### config.mk
export PLATFORM = sky130hd
export DESIGN_NAME = alu_pipe
export DESIGN_NICKNAME = d
export VERILOG_FILES = /design/src/rtl/alu_pkg.sv /design/src/rtl/alu_divider.sv /design/src/rtl/alu_pipe.sv
export SDC_FILE = /design/constraint.sdc
export NUM_CORES = 1
export LEC_CHECK = 0
export BUFFER_PORTS_ARGS = -buffer_cell sky130_fd_sc_hd__buf_2
export CAP_MARGIN = 20
export CORE_MARGIN = 2
export CORE_UTILIZATION = 55
export CTS_CLUSTER_DIAMETER = 200
export DETAILED_ROUTE_END_ITERATION = 7
export PLACE_DENSITY = 0.74
export SETUP_SLACK_MARGIN = 0.3
export SLEW_MARGIN = 20
export SYNTH_ARGS = -nofsm -noshare
export SYNTH_HDL_FRONTEND = slang
export SYNTH_SLANG_ARGS = --single-unit
### constraint.sdc
create_clock -name clk -period 7.2 [get_ports clk]
set_input_delay 1.44 -clock clk [delete_from_list [all_inputs] [get_ports clk]]
set_output_delay 1.44 -clock clk [all_outputs]
set_load 0.01 [all_outputs]
### src/rtl/alu_pkg.sv
// alu_pkg: opcode and FSM state types shared by alu_pipe and its bench.
//   alu_op_e  - 3-bit opcode presented on alu_pipe.op
//   state_e   - alu_pipe control states
//   is_div_op - true for the opcodes that use the iterative divider
package alu_pkg;

  typedef enum logic [2:0] {
    OP_ADD = 3'b000,
    OP_SUB = 3'b001,
    OP_AND = 3'b010,
    OP_OR  = 3'b011,
    OP_MUL = 3'b100,
    OP_XOR = 3'b101,
    OP_MOD = 3'b110,
    OP_DIV = 3'b111
  } alu_op_e;

  typedef enum logic [1:0] {
    IDLE,
    DIV,
    DONE
  } state_e;

  function automatic logic is_div_op(input alu_op_e op);
    return (op == OP_DIV) || (op == OP_MOD);
  endfunction

endpackage

### src/rtl/alu_divider.sv
// alu_divider: restoring unsigned divider, one quotient bit per clock.
//   clk, reset      - clock, synchronous active-low reset
//   start           - load dividend/divisor and begin (WIDTH iterations)
//   dividend/divisor- operands, sampled on start
//   busy            - iteration in progress
//   done            - high during the final iteration cycle; quotient and
//                     remainder are final from the following cycle on
//   quotient/remainder - results, held until the next start
module alu_divider #(
  parameter int WIDTH = 8
) (
  input  logic             clk,
  input  logic             reset,
  input  logic             start,
  input  logic [WIDTH-1:0] dividend,
  input  logic [WIDTH-1:0] divisor,
  output logic             busy,
  output logic             done,
  output logic [WIDTH-1:0] quotient,
  output logic [WIDTH-1:0] remainder
);

  localparam int CW = $clog2(WIDTH + 1);

  logic [WIDTH-1:0] quo_q, rem_q, dvs_q;
  logic [WIDTH-1:0] quo_d, rem_d;
  logic [CW-1:0]    cnt_q;
  logic             busy_q;
  logic [WIDTH:0]   rem_shift, trial;

  // Partial remainder stays below the divisor, so the trial difference fits
  // in WIDTH+1 bits and its top bit is a clean "went negative" flag.
  always_comb begin
    rem_shift = {rem_q, quo_q[WIDTH-1]};
    trial     = rem_shift - {1'b0, dvs_q};
    if (!trial[WIDTH]) begin
      rem_d = trial[WIDTH-1:0];
      quo_d = {quo_q[WIDTH-2:0], 1'b1};
    end else begin
      rem_d = rem_shift[WIDTH-1:0];
      quo_d = {quo_q[WIDTH-2:0], 1'b0};
    end
  end

  always_ff @(posedge clk) begin
    if (!reset) begin
      quo_q  <= '0;
      rem_q  <= '0;
      dvs_q  <= '0;
      cnt_q  <= '0;
      busy_q <= 1'b0;
    end else if (start) begin
      quo_q  <= dividend;
      rem_q  <= '0;
      dvs_q  <= divisor;
      cnt_q  <= CW'(WIDTH);
      busy_q <= 1'b1;
    end else if (busy_q) begin
      quo_q <= quo_d;
      rem_q <= rem_d;
      cnt_q <= cnt_q - CW'(1);
      if (cnt_q == CW'(1)) busy_q <= 1'b0;
    end
  end

  assign busy      = busy_q;
  assign done      = busy_q && (cnt_q == CW'(1));
  assign quotient  = quo_q;
  assign remainder = rem_q;

endmodule

### src/rtl/alu_pipe.sv
// alu_pipe: handshaked WIDTH-bit ALU with registered output and an
// iterative divider for DIV/MOD.
//   clk, reset            - clock, synchronous active-low reset
//   in_valid/in_ready     - operand handshake (a, b, op)
//   out_valid/out_ready   - result handshake; output holds under backpressure
//   result                - RW-bit zero-extended result
//   zero                  - result == 0
//   div_err               - DIV/MOD issued with b == 0
//
// state | meaning
// IDLE  | accepting operands; single-cycle ops complete here
// DIV   | divider iterating, one quotient bit per cycle
// DONE  | divider finished; load quotient/remainder into the output
module alu_pipe
  import alu_pkg::*;
#(
  parameter  int WIDTH = 8,
  localparam int RW    = 2 * WIDTH
) (
  input  logic             clk,
  input  logic             reset,
  input  logic             in_valid,
  output logic             in_ready,
  input  logic [WIDTH-1:0] a,
  input  logic [WIDTH-1:0] b,
  input  logic [2:0]       op,
  output logic             out_valid,
  input  logic             out_ready,
  output logic [RW-1:0]    result,
  output logic             zero,
  output logic             div_err
);

  state_e          state_q;
  alu_op_e         op_q;
  logic            out_valid_q, zero_q, div_err_q;
  logic [RW-1:0]   result_q;

  alu_op_e         op_in;
  logic            accept, div_start;
  logic [WIDTH:0]  sum_w, diff_w;
  logic [RW-1:0]   res_fast_d, res_div_d;
  logic            err_fast_d;

  logic             div_busy, div_done;
  logic [WIDTH-1:0] div_quo, div_rem;

  assign op_in     = alu_op_e'(op);
  assign in_ready  = (state_q == IDLE) && (!out_valid_q || out_ready);
  assign accept    = in_valid && in_ready;
  assign div_start = accept && is_div_op(op_in) && (b != '0);

  assign sum_w  = {1'b0, a} + {1'b0, b};
  assign diff_w = {1'b0, a} - {1'b0, b};

  // Single-cycle results. The DIV/MOD entries only matter for b == 0,
  // since a nonzero divisor is routed to the divider instead.
  always_comb begin
    res_fast_d = '0;
    err_fast_d = 1'b0;
    case (op_in)
      OP_ADD: res_fast_d = RW'(sum_w);
      OP_SUB: res_fast_d = RW'(diff_w);
      OP_AND: res_fast_d = RW'(a & b);
      OP_OR:  res_fast_d = RW'(a | b);
      OP_XOR: res_fast_d = RW'(a ^ b);
      OP_MUL: res_fast_d = RW'(a) * RW'(b);
      OP_MOD: begin
        res_fast_d = RW'(a);
        err_fast_d = 1'b1;
      end
      OP_DIV: begin
        res_fast_d = RW'({WIDTH{1'b1}});
        err_fast_d = 1'b1;
      end
    endcase
  end

  assign res_div_d = (op_q == OP_DIV) ? RW'(div_quo) : RW'(div_rem);

  always_ff @(posedge clk) begin
    if (!reset) begin
      state_q     <= IDLE;
      op_q        <= OP_ADD;
      out_valid_q <= 1'b0;
      result_q    <= '0;
      zero_q      <= 1'b0;
      div_err_q   <= 1'b0;
    end else begin
      // A load below overrides this clear when accept and drain coincide.
      if (out_valid_q && out_ready) out_valid_q <= 1'b0;
      case (state_q)
        IDLE: begin
          if (div_start) begin
            op_q    <= op_in;
            state_q <= DIV;
          end else if (accept) begin
            result_q    <= res_fast_d;
            zero_q      <= (res_fast_d == '0);
            div_err_q   <= err_fast_d;
            out_valid_q <= 1'b1;
          end
        end
        DIV: begin
          if (div_busy && div_done) state_q <= DONE;
        end
        DONE: begin
          if (!out_valid_q || out_ready) begin
            result_q    <= res_div_d;
            zero_q      <= (res_div_d == '0);
            div_err_q   <= 1'b0;
            out_valid_q <= 1'b1;
            state_q     <= IDLE;
          end
        end
        default: state_q <= IDLE;
      endcase
    end
  end

  alu_divider #(.WIDTH(WIDTH)) u_div (
    .clk       (clk),
    .reset     (reset),
    .start     (div_start),
    .dividend  (a),
    .divisor   (b),
    .busy      (div_busy),
    .done      (div_done),
    .quotient  (div_quo),
    .remainder (div_rem)
  );

  assign out_valid = out_valid_q;
  assign result    = result_q;
  assign zero      = zero_q;
  assign div_err   = div_err_q;

endmodule
==> results of run 1 <==
power by group through the flow:
stage	logic (mW)	registers, mW	clock network, mW
after detailed placement	0.755	0.334	0
final	0.758	0.328	0.215
after global routing	0.851	0.330	0.229
after CTS	0.761	0.328	0.216
after global placement	0.735	0.333	0
after floorplan	0.562	0.332	0
flip-flops by register name (all words and copies together), names as in the netlist:
name             count
result              16
u_div.dvs_q          8
u_div.quotient       8
u_div.remainder      8
u_div.cnt_q          4
op_q                 3
state_q              2
div_err              1
out_valid            1
u_div.busy           1
zero                 1
worst max-delay path: cells and delay by family:
kind	cells	cell delay, ns
AND/OR/NAND/NOR	3	0.64
AO/OA/AOI/OAI	4	1.00
buffers and inverters	5	0.65
adder cells (fa/ha/maj)	5	2.32
XOR/XNOR	1	0.11
layout by cell type (no fill, tap or decap), drive strengths merged, types with 5 or more instances in the layout:
master / count
clkbuf: 5
nor2b: 9
nand2: 52
dfxtp: 53
a22oi: 7
or2: 7
a32oi: 5
ha: 71
clkinv: 7
xnor2: 23
o21ai: 23
a31oi: 8
fa: 38
a211oi: 19
xor2: 9
o22ai: 7
buf: 43
mux2i: 29
inv: 81
nor2: 122
a21oi: 49
nand2b: 13
or3: 7
nor3: 11
final timing paths:
kind | start | end | slack [ns]
min reg2reg | result[8] | result[8] | 0.46
max | b[3] | result[13] | 1.27
max reg2reg | u_div.quotient[7] | u_div.remainder[6] | 4.57
min | result[8] | result[8] | 0.46
logic make-up (layout without fill, tap and decap cells):
family,count (synthesis),after routing,share of synthesized area
xor gates and xnor gates,32,32,0.0503
adders and majority gates,109,109,0.278
DFF,53,53,0.179
buffers and inverters,110,137,0.0762
and+or+nand+nor,240,240,0.188
muxes,32,32,0.0545
AOI/OAI and AO/OA,149,149,0.175
per-stage QoR:
stage	util	hold slack [ns]
after floorplan	-	0.436
after global placement	0.595	0.445
after detailed placement	0.595	0.449
after CTS	0.606	0.463
after global routing	0.606	0.489
final	0.606	0.458
layer usage:
metal	vias to the layer above	track usage	wire, um
met1	2503	0.382	7110
li1	2513	-	-
met4	0	0.0659	306
met5	-	0	0
met3	24	0.0494	812
met2	160	0.478	7490
layout make-up:
cell class | count | area [sq um]
clock buffers | 5 | 68.8
clock inverters | 3 | 43.8
fillers | 921 | 4100
inverters | 86 | 323
multi-input cells | 562 | 4430
flip-flops and latches | 53 | 1060
well taps | 136 | 170
repair buffers | 43 | 218
==> impl_metrics.toml, run 1 <==
[critical_path]
cp.required_ns = 7.46
crit_slowest_cell = "fa_1"
rr_worst_depth = 9
startpoint_type = "input pin"
cp.arrival_ns = 6.19
endpoint_kind = "flip-flop"
slowest_delay_ns = 0.55
crit_chain = "buf_2 > clkinv_1 > nor2_1 > fa_1 > fa_1 > fa_1 > inv_1 > fa_1 > inv_1 > ha_1 > or2_2 > a211o_1 > o211ai_1 > inv_1 > a31oi_1 > xor2_1 > o41a_1 > nor2_1"
crit_path_frequent_cell = "fa_1"
crit_type = "in -> reg"
crit_fanout = 9

[clock_network]
cts_resized = 0
clock_latency_ns = 0.33
cts_sinks = 53
cts_tree = "built"
clk_pin_slew_worst_paths_ns = 0.10
cts_made_buffers = 5
cts-root-buf = "clkbuf_8"
cts.htree.levels = 2
postCtsSetupRepairBufs = 0
hold_buffers = 0
clockBufferDepth = 2

[run_status]
status = "complete, no violations"

[die]
die_h_um = 108
chipWidth_um = 108
die-area_sq_um = 11600
start_util = 0.570
io_pins = 43
rows = 37
core-area_sq_um = 10400

[timing]
tightest_slew_ns = 0.981
max_freq_mhz = 169
tns_ns = 0
final-setup-viol-count = 0
rsz0062_at_grt = "false"
finalHoldViolations = 0
drv_slew = 0
slew_headroom = 0.342
fin_worst_skew_ns = 0.0111
fin_ws_ns = 1.27
min_period_over_period = 0.823
period_minus_slack_ns = 5.93

[route]
post_drt_wl_per_cell_um = 17.7
drc = 0
firstDrtPassIters = 5
drt_wl_total_um = 15700
final_antenna_net_count = 0
num_vias = 5200
via_per_inst = 5.86
drt_iter0_drc = 367

[logic_synthesis]
yosys.area.top_type = "dfxtp_1"
synth_top_cells_by_count = "nor2_1, inv_1, ha_1, dfxtp_1, nand2_1"
netlist.area_leader.share = 0.179
ys_top_cells_by_area = "dfxtp_1, ha_1, fa_1"
netlist_area_sq_um = 5940
yosysMostFrequentCell = "nor2_1"
async_reset_ff_frac = 0
ys_seq_elements = 53
synth_nets = 857
synth_cells = 725
synth_seq_area_share = 0.179
synth-edff-count = 0
ys.flop_type = "dfxtp_1"
ys_types = 68
avgSynthCellArea_sq_um = 8.19
synth_warnings = 0

[global_routing]
overflow = 0
grt_antenna_before_repair = 0
grt_pass1_vias = 5114
grt_pass1_wl_um = 25900
grt_max_degree = 33
gr-usage-all-layers = 0.284

[power]
ir_drop_mv = 0.178
pwr-share-seq = 0.252
power_mw = 1.30
p_int_mw = 0.727
switching_share = 0.441
leakage_nw = 2.93
p_sw_mw = 0.574
comb_power_share = 0.583
clkPwrFrac = 0.165
pwr_density_cell_nw_per_um2 = 206

[worst_hold_path]
min_path_type = "reg -> reg"
hold_depth = 2

[place]
portBuffers = 42
numPlacedInstances = 880
post-place-ws_ns = 0.897
dpl.hpwl_um = 12600
routabilityCongestion = 1.00
place_area_sq_um = 6200

[layout]
final_nets = 883
stdcell_count = 888
fin_area_sq_um = 6310
syn2layout_area_growth_pct = 6.26
drive_above_1_share = 0.113
diodes = 0

[job]
max_cap_violations = 0
(Power assumes the default switching activity.)
==> run 2: changes to the inputs <==
PLACE_DENSITY = 0.77   (was 0.74)
clock period = 5.25 ns   (was 7.2 ns; I/O delays follow)
==> run 2 against run 1 <==
Against the previous run: first-iteration DRC count rose by 67%; worst hold slack improved by 0.00064 ns; combinational power rose by 64%; clock skew fell by 0.0018 ns; non-clock buffer count rose by 54; count of clock-buffer cells in the layout rose by 1; register-to-register slack got worse by 2.1 ns; worst setup slack got worse by 0.95 ns; power rose by 48%; clock power rose by 12%; cell count rose by 6.0%; sequential power rose by 36%; largest power group unchanged.
==> impl_metrics.toml, run 2 (synthesis results as in run 1) <==
[run_status]
status = "complete, no violations"

[route]
num_vias = 5524
final_antenna_net_count = 0
firstDrtPassIters = 6
drt_wl_total_um = 16600
drc = 0
post_drt_wl_per_cell_um = 17.7
drt_iter0_drc = 614
via_per_inst = 5.87

[timing]
min_period_over_period = 0.939
period_minus_slack_ns = 4.93
finalHoldViolations = 0
rsz0062_at_grt = "true"
max_freq_mhz = 203
fin_worst_skew_ns = 0.00929
drv_slew = 0
final-setup-viol-count = 0
tightest_slew_ns = 0.898
whs_ns = 0.459
slew_headroom = 0.401

[clock_network]
clockBufferDepth = 2
cts-root-buf = "clkbuf_8"
cts.htree.levels = 2
cts_tree = "built"
cts_sinks = 53
hold_buffers = 0
clk_pin_slew_worst_paths_ns = 0.10
clock_latency_ns = 0.31
cts_made_buffers = 5

[die]
rows = 37
die-area_sq_um = 11600
io_pins = 43
die_h_um = 108
core-area_sq_um = 10400
start_util = 0.570
chipWidth_um = 108

[layout]
final_nets = 937
syn2layout_area_growth_pct = 16.4
largest_register_ffs = 16
fin_util = 0.664
final_cell_mix = "nor2_1, inv_1, ha_1"
stdcell_count = 941
diodes = 0
final_common_cell = "nor2_1"
drive_above_1_share = 0.227

[global_routing]
grt_antenna_before_repair = 0
grt_pass1_vias = 5423
grt_pass1_wl_um = 27200
overflow = 0
gr-usage-all-layers = 0.295
grt_max_degree = 32

[job]
max_cap_violations = 0

[place]
portBuffers = 42
dpl.hpwl_um = 13500
numPlacedInstances = 932
routabilityCongestion = 0.971

[critical_path]
endpoint_kind = "flip-flop"
critPathTopFamily = "adder cells"
cp.arrival_ns = 5.17
cp.required_ns = 5.49
crit_type = "in -> reg"
crit_slowest_cell = "fa_1"
slowest_delay_ns = 0.50
crit_fanout = 4
crit_path_frequent_cell = "fa_1"
startpoint_type = "input pin"
critPathBufInv = 4
crit_chain = "buf_2 > ha_2 > fa_1 > fa_1 > fa_1 > inv_1 > fa_1 > inv_2 > ha_4 > or2_4 > a211o_1 > o211ai_1 > inv_1 > a31oi_1 > xor2_1 > o41a_1 > nor2_1"

[power]
ir_drop_mv = 0.403
power_mw = 1.93
leakage_nw = 3.18
pwr_density_cell_nw_per_um2 = 279

[worst_hold_path]
min_path_type = "reg -> reg"
[run 2: cell types whose count changed in the layout (fill, tap and decap cells not counted), moves of 4 or more]
cell | before | now
nand2_1 | 52 | 47
ha_1 | 71 | 65
nor2_1 | 122 | 114
buf_2 | 42 | 32
inv_1 | 79 | 66
inv_2 | 1 | 11
nand2_2 | 0 | 4
nor2_2 | 0 | 5
buf_4 | 1 | 60
[run 2: repair_timing]
| action | CTS | global route |
|---|---|---|
| pin swaps | 7 | 22 |
| endpoints found under the setup margin | 3 | 11 |
| gates resized for setup | 7 | 58 |
| buffers inserted | 0 | 2 |
[run 2: where the power goes]
part	internal (mW)	switching, mW
clock	0.105	0.136
combinational	0.572	0.671
sequential	0.427	0.0182
[run 2: path summary, 6_finish.rpt]
| path | cells after the start | slack, ns | end | startpoint |
|---|---|---|---|---|
| max | 17 | 0.32 | result[13] | a[4] |
| min reg2reg | 2 | 0.46 | result[6] | result[6] |
| max reg2reg | 9 | 2.47 | u_div.remainder[3] | u_div.quotient[7] |
| min | 2 | 0.46 | result[6] | result[6] |
[run 2: worst reg2reg max path, cell delays in order, from the launching register on]
cell,delay (ns)
dfxtp_1,0.40
inv_1,0.09
ha_1,0.24
fa_1,0.44
nor2b_1,0.22
o2111ai_1,0.21
a31oi_4,0.29
xor2_4,0.37
mux2i_1,0.28
a211oi_1,0.10
[run 2: stage by stage]
step | area [sq um] | setup slack [ns] | setup TNS (ns)
2_1_floorplan | 6010 | 0.304 | 0
3_3_place_gp | 6640 | 0.0141 | 0
3_5_place_dp | 6640 | -0.0541 | -0.0969
4_1_cts | 6750 | 0.301 | 0
5_1_grt | 6920 | 0.205 | 0
6_report | 6920 | 0.322 | 0
[run 2: cell type report]
cell class,instances,area (sq um)
clock buffers,6,82.6
inverters,86,345
well taps,136,170
clock inverters,1,7.51
flip-flops and latches,53,1060
multi-input cells,562,4580
fillers,869,3500
repair buffers,97,667
[run 2: metal layers]
metal / GRT usage / share of wire
met5: 0 / 0
met4: 0.0586 / 0.018
met3: 0.0530 / 0.060
met2: 0.476 / 0.47
met1: 0.418 / 0.45
==> run 3: changes to the inputs <==
SYNTH_HIERARCHICAL = 1   (was default)
==> run 3 against run 2 <==
Against the previous run: combinational power rose by 15%; register-to-register slack improved by 0.11 ns; worst hold slack improved by 0.0015 ns; largest cell class unchanged; largest power group unchanged; highest routed layer unchanged.
==> impl_metrics.toml, run 3 <==
[route]
num_vias = 5795
drc = 0
final_antenna_net_count = 0
drt_iter0_drc = 531
firstDrtPassIters = 7
via_per_inst = 5.90
drt_wl_total_um = 17500
post_drt_wl_per_cell_um = 17.8

[logic_synthesis]
ys_types = 72
synth_top_cells_by_count = "nor2_1, inv_1, ha_1, nand2_1, dfxtp_1"
ys_seq_elements = 53
synthSimpleGateAreaFrac = 0.209
avgSynthCellArea_sq_um = 8.13
synth_seq_area_share = 0.176
synth-edff-count = 0
synth-xor-area-share = 0.0452
synth_cells = 742
netlist.area_leader.share = 0.176
ys.flop_type = "dfxtp_1"
ys_top_cells_by_area = "dfxtp_1, ha_1, fa_1"
synthAdderAreaFrac = 0.273
synth_nets = 874
synth_top_family_by_area = "adder cells"
yosys.area.top_type = "dfxtp_1"
synth-compound-area-share = 0.168
synth_warnings = 6
yosysMostFrequentCell = "nor2_1"
synthMuxAreaShare = 0.0556
netlist_area_sq_um = 6040
async_reset_ff_frac = 0

[timing]
slew_headroom = 0.428
min_period_over_period = 1.00
drv_slew = 0
whs_ns = 0.460
final-setup-viol-count = 0
period_minus_slack_ns = 5.25
finalHoldViolations = 0
tightest_slew_ns = 0.855
rsz0062_at_grt = "true"
max_freq_mhz = 191
fin_worst_skew_ns = 0.00454

[critical_path]
cp.depth = 18
crit_chain = "buf_4 > nand2_4 > fa_1 > fa_1 > inv_2 > fa_1 > inv_1 > fa_1 > inv_2 > ha_4 > a21o_1 > a21o_1 > a211oi_2 > xor2_1 > nor3_2 > or3_1 > or3_1 > o31ai_2"
endpoint_kind = "flip-flop"
critPathBufInv = 4
cp.required_ns = 5.50
slowest_delay_ns = 0.53
crit_fanout = 3
r2r_start = "u_div/quotient[7]"
crit_slowest_cell = "fa_1"
rr_worst_depth = 9
worstSetupStartpoint = "a[0]"
crit_type = "in -> reg"
crit_path_frequent_cell = "fa_1"
startpoint_type = "input pin"
critPathTopFamily = "adder cells"
cp.arrival_ns = 5.50

[global_routing]
gr-usage-all-layers = 0.302
grt_antenna_before_repair = 0
grt_pass1_wl_um = 27900
grt_pass1_vias = 5799
grt_max_degree = 39
overflow = 0

[layout]
final_nets = 974
largest_register_ffs = 16
drive_above_1_share = 0.251
diodes = 0
fin_util = 0.685
final_cell_mix = "nor2_1, buf_4, inv_1"
syn2layout_area_growth_pct = 22.6

[power]
leakage_nw = 3.42
pwr-share-seq = 0.202
pwr_density_cell_nw_per_um2 = 294
clkPwrFrac = 0.139
ir_drop_mv = 0.224
comb_power_share = 0.659
p_sw_mw = 0.911
power_mw = 2.18
p_int_mw = 1.26
switching_share = 0.419

[worst_hold_path]
min-delay-start = "result[14]"
min_path_type = "reg -> reg"
hold_depth = 2

[place]
routabilityCongestion = 0.963
dpl.hpwl_um = 13800
portBuffers = 42

[die]
io_pins = 43
chipWidth_um = 109
die-area_sq_um = 11800
start_util = 0.559
rows = 38
core-area_sq_um = 10800
die_h_um = 109

[clock_network]
cts_tree = "built"
cts.htree.levels = 2
cts_made_buffers = 5
hold_buffers = 0
clockBufferDepth = 2
clk_pin_slew_worst_paths_ns = 0.10
clock_latency_ns = 0.32
cts_sinks = 53
cts-root-buf = "clkbuf_8"

[job]
max_cap_violations = 0

[run_status]
status = "complete, no violations"
-- run 3: changes by cell type after synthesis, moves of 9 or more --
| cell | before | now |
|---|---|---|
| a21oi_1 | 49 | 33 |
| a211oi_2 | 9 | 0 |
| nor2_1 | 122 | 91 |
| o21ai_0 | 21 | 31 |
| nand2_1 | 52 | 62 |
| nor2b_1 | 8 | 18 |
| nand3_1 | 1 | 11 |
-- run 3: logic make-up after synthesis --
family	count (synthesis)
AOI/OAI and AO/OA	146
buffers and inverters	115
muxes	33
adders and majority gates	109
DFF	53
and+or+nand+nor	257
xor gates and xnor gates	29
-- run 3: final timing paths --
| check | endpoint | slack (ns) |
|---|---|---|
| min | result[14] | 0.46 |
| max reg2reg | u_div/remainder[6] | 2.58 |
| min reg2reg | result[14] | 0.46 |
| max | zero | 0.001 |
-- run 3: power by group through the flow --
stage,Clock (mW),Sequential (mW),Combinational (mW)
2_1_floorplan,0,0.448,0.824
3_3_place_gp,0,0.447,1.22
3_5_place_dp,0,0.448,1.26
4_1_cts,0.305,0.439,1.32
5_1_grt,0.319,0.442,1.57
6_report,0.302,0.439,1.43
-- run 3: worst register-to-register path, stage by stage (launching register included) --
cell and delay, ns:
dfxtp_1 0.41, inv_1 0.07, ha_1 0.23, fa_1 0.42
and2b_1 0.26, o211a_4 0.20, o21ai_4 0.10, xnor2_1 0.50
o211ai_1 0.20, a31oi_1 0.21
-- run 3: through the flow --
step                      worst slack, ns  setup TNS, ns  std cells  instance area, sq um
final                             0.00131              0        983                  7400
after floorplan                    0.0272              0        742                  6140
after CTS                          0.0448              0        981                  7240
after detailed placement           -0.491          -1.04        967                  6950
after global placement             -0.378         -0.712        967                  6950
after global routing               -0.111         -0.111        983                  7400
-- run 3: layer usage --
layer,vias to the layer above,wire (um),global-route usage,part of all wire
met5,-,0,0,0
met4,0,425,0.0897,0.024
met3,45,1360,0.0430,0.078
met2,245,8330,0.503,0.48
met1,2768,7400,0.406,0.42
li1,2737,-,-,-
-- run 3: layout make-up --
| type | instances | area [sq um] |
|---|---|---|
| Clock inverter | 2 | 37.5 |
| Timing Repair Buffer | 120 | 875 |
| Fill cell | 836 | 3400 |
| Inverter | 88 | 362 |
| Sequential cell | 53 | 1060 |
| Tap cell | 140 | 175 |
| Multi-Input combinational cell | 574 | 4800 |
| Clock buffer | 6 | 82.6 |
-- run 3: repair_timing --
| item | CTS | global route |
|---|---|---|
| gates cloned | 0 | 0 |
| buffers inserted | 6 | 2 |
| endpoints found under the setup margin | 4 | 6 |
| pin swaps | 23 | 16 |
| resized for setup | 43 | 32 |
| hold endpoints to repair | 0 | 0 |
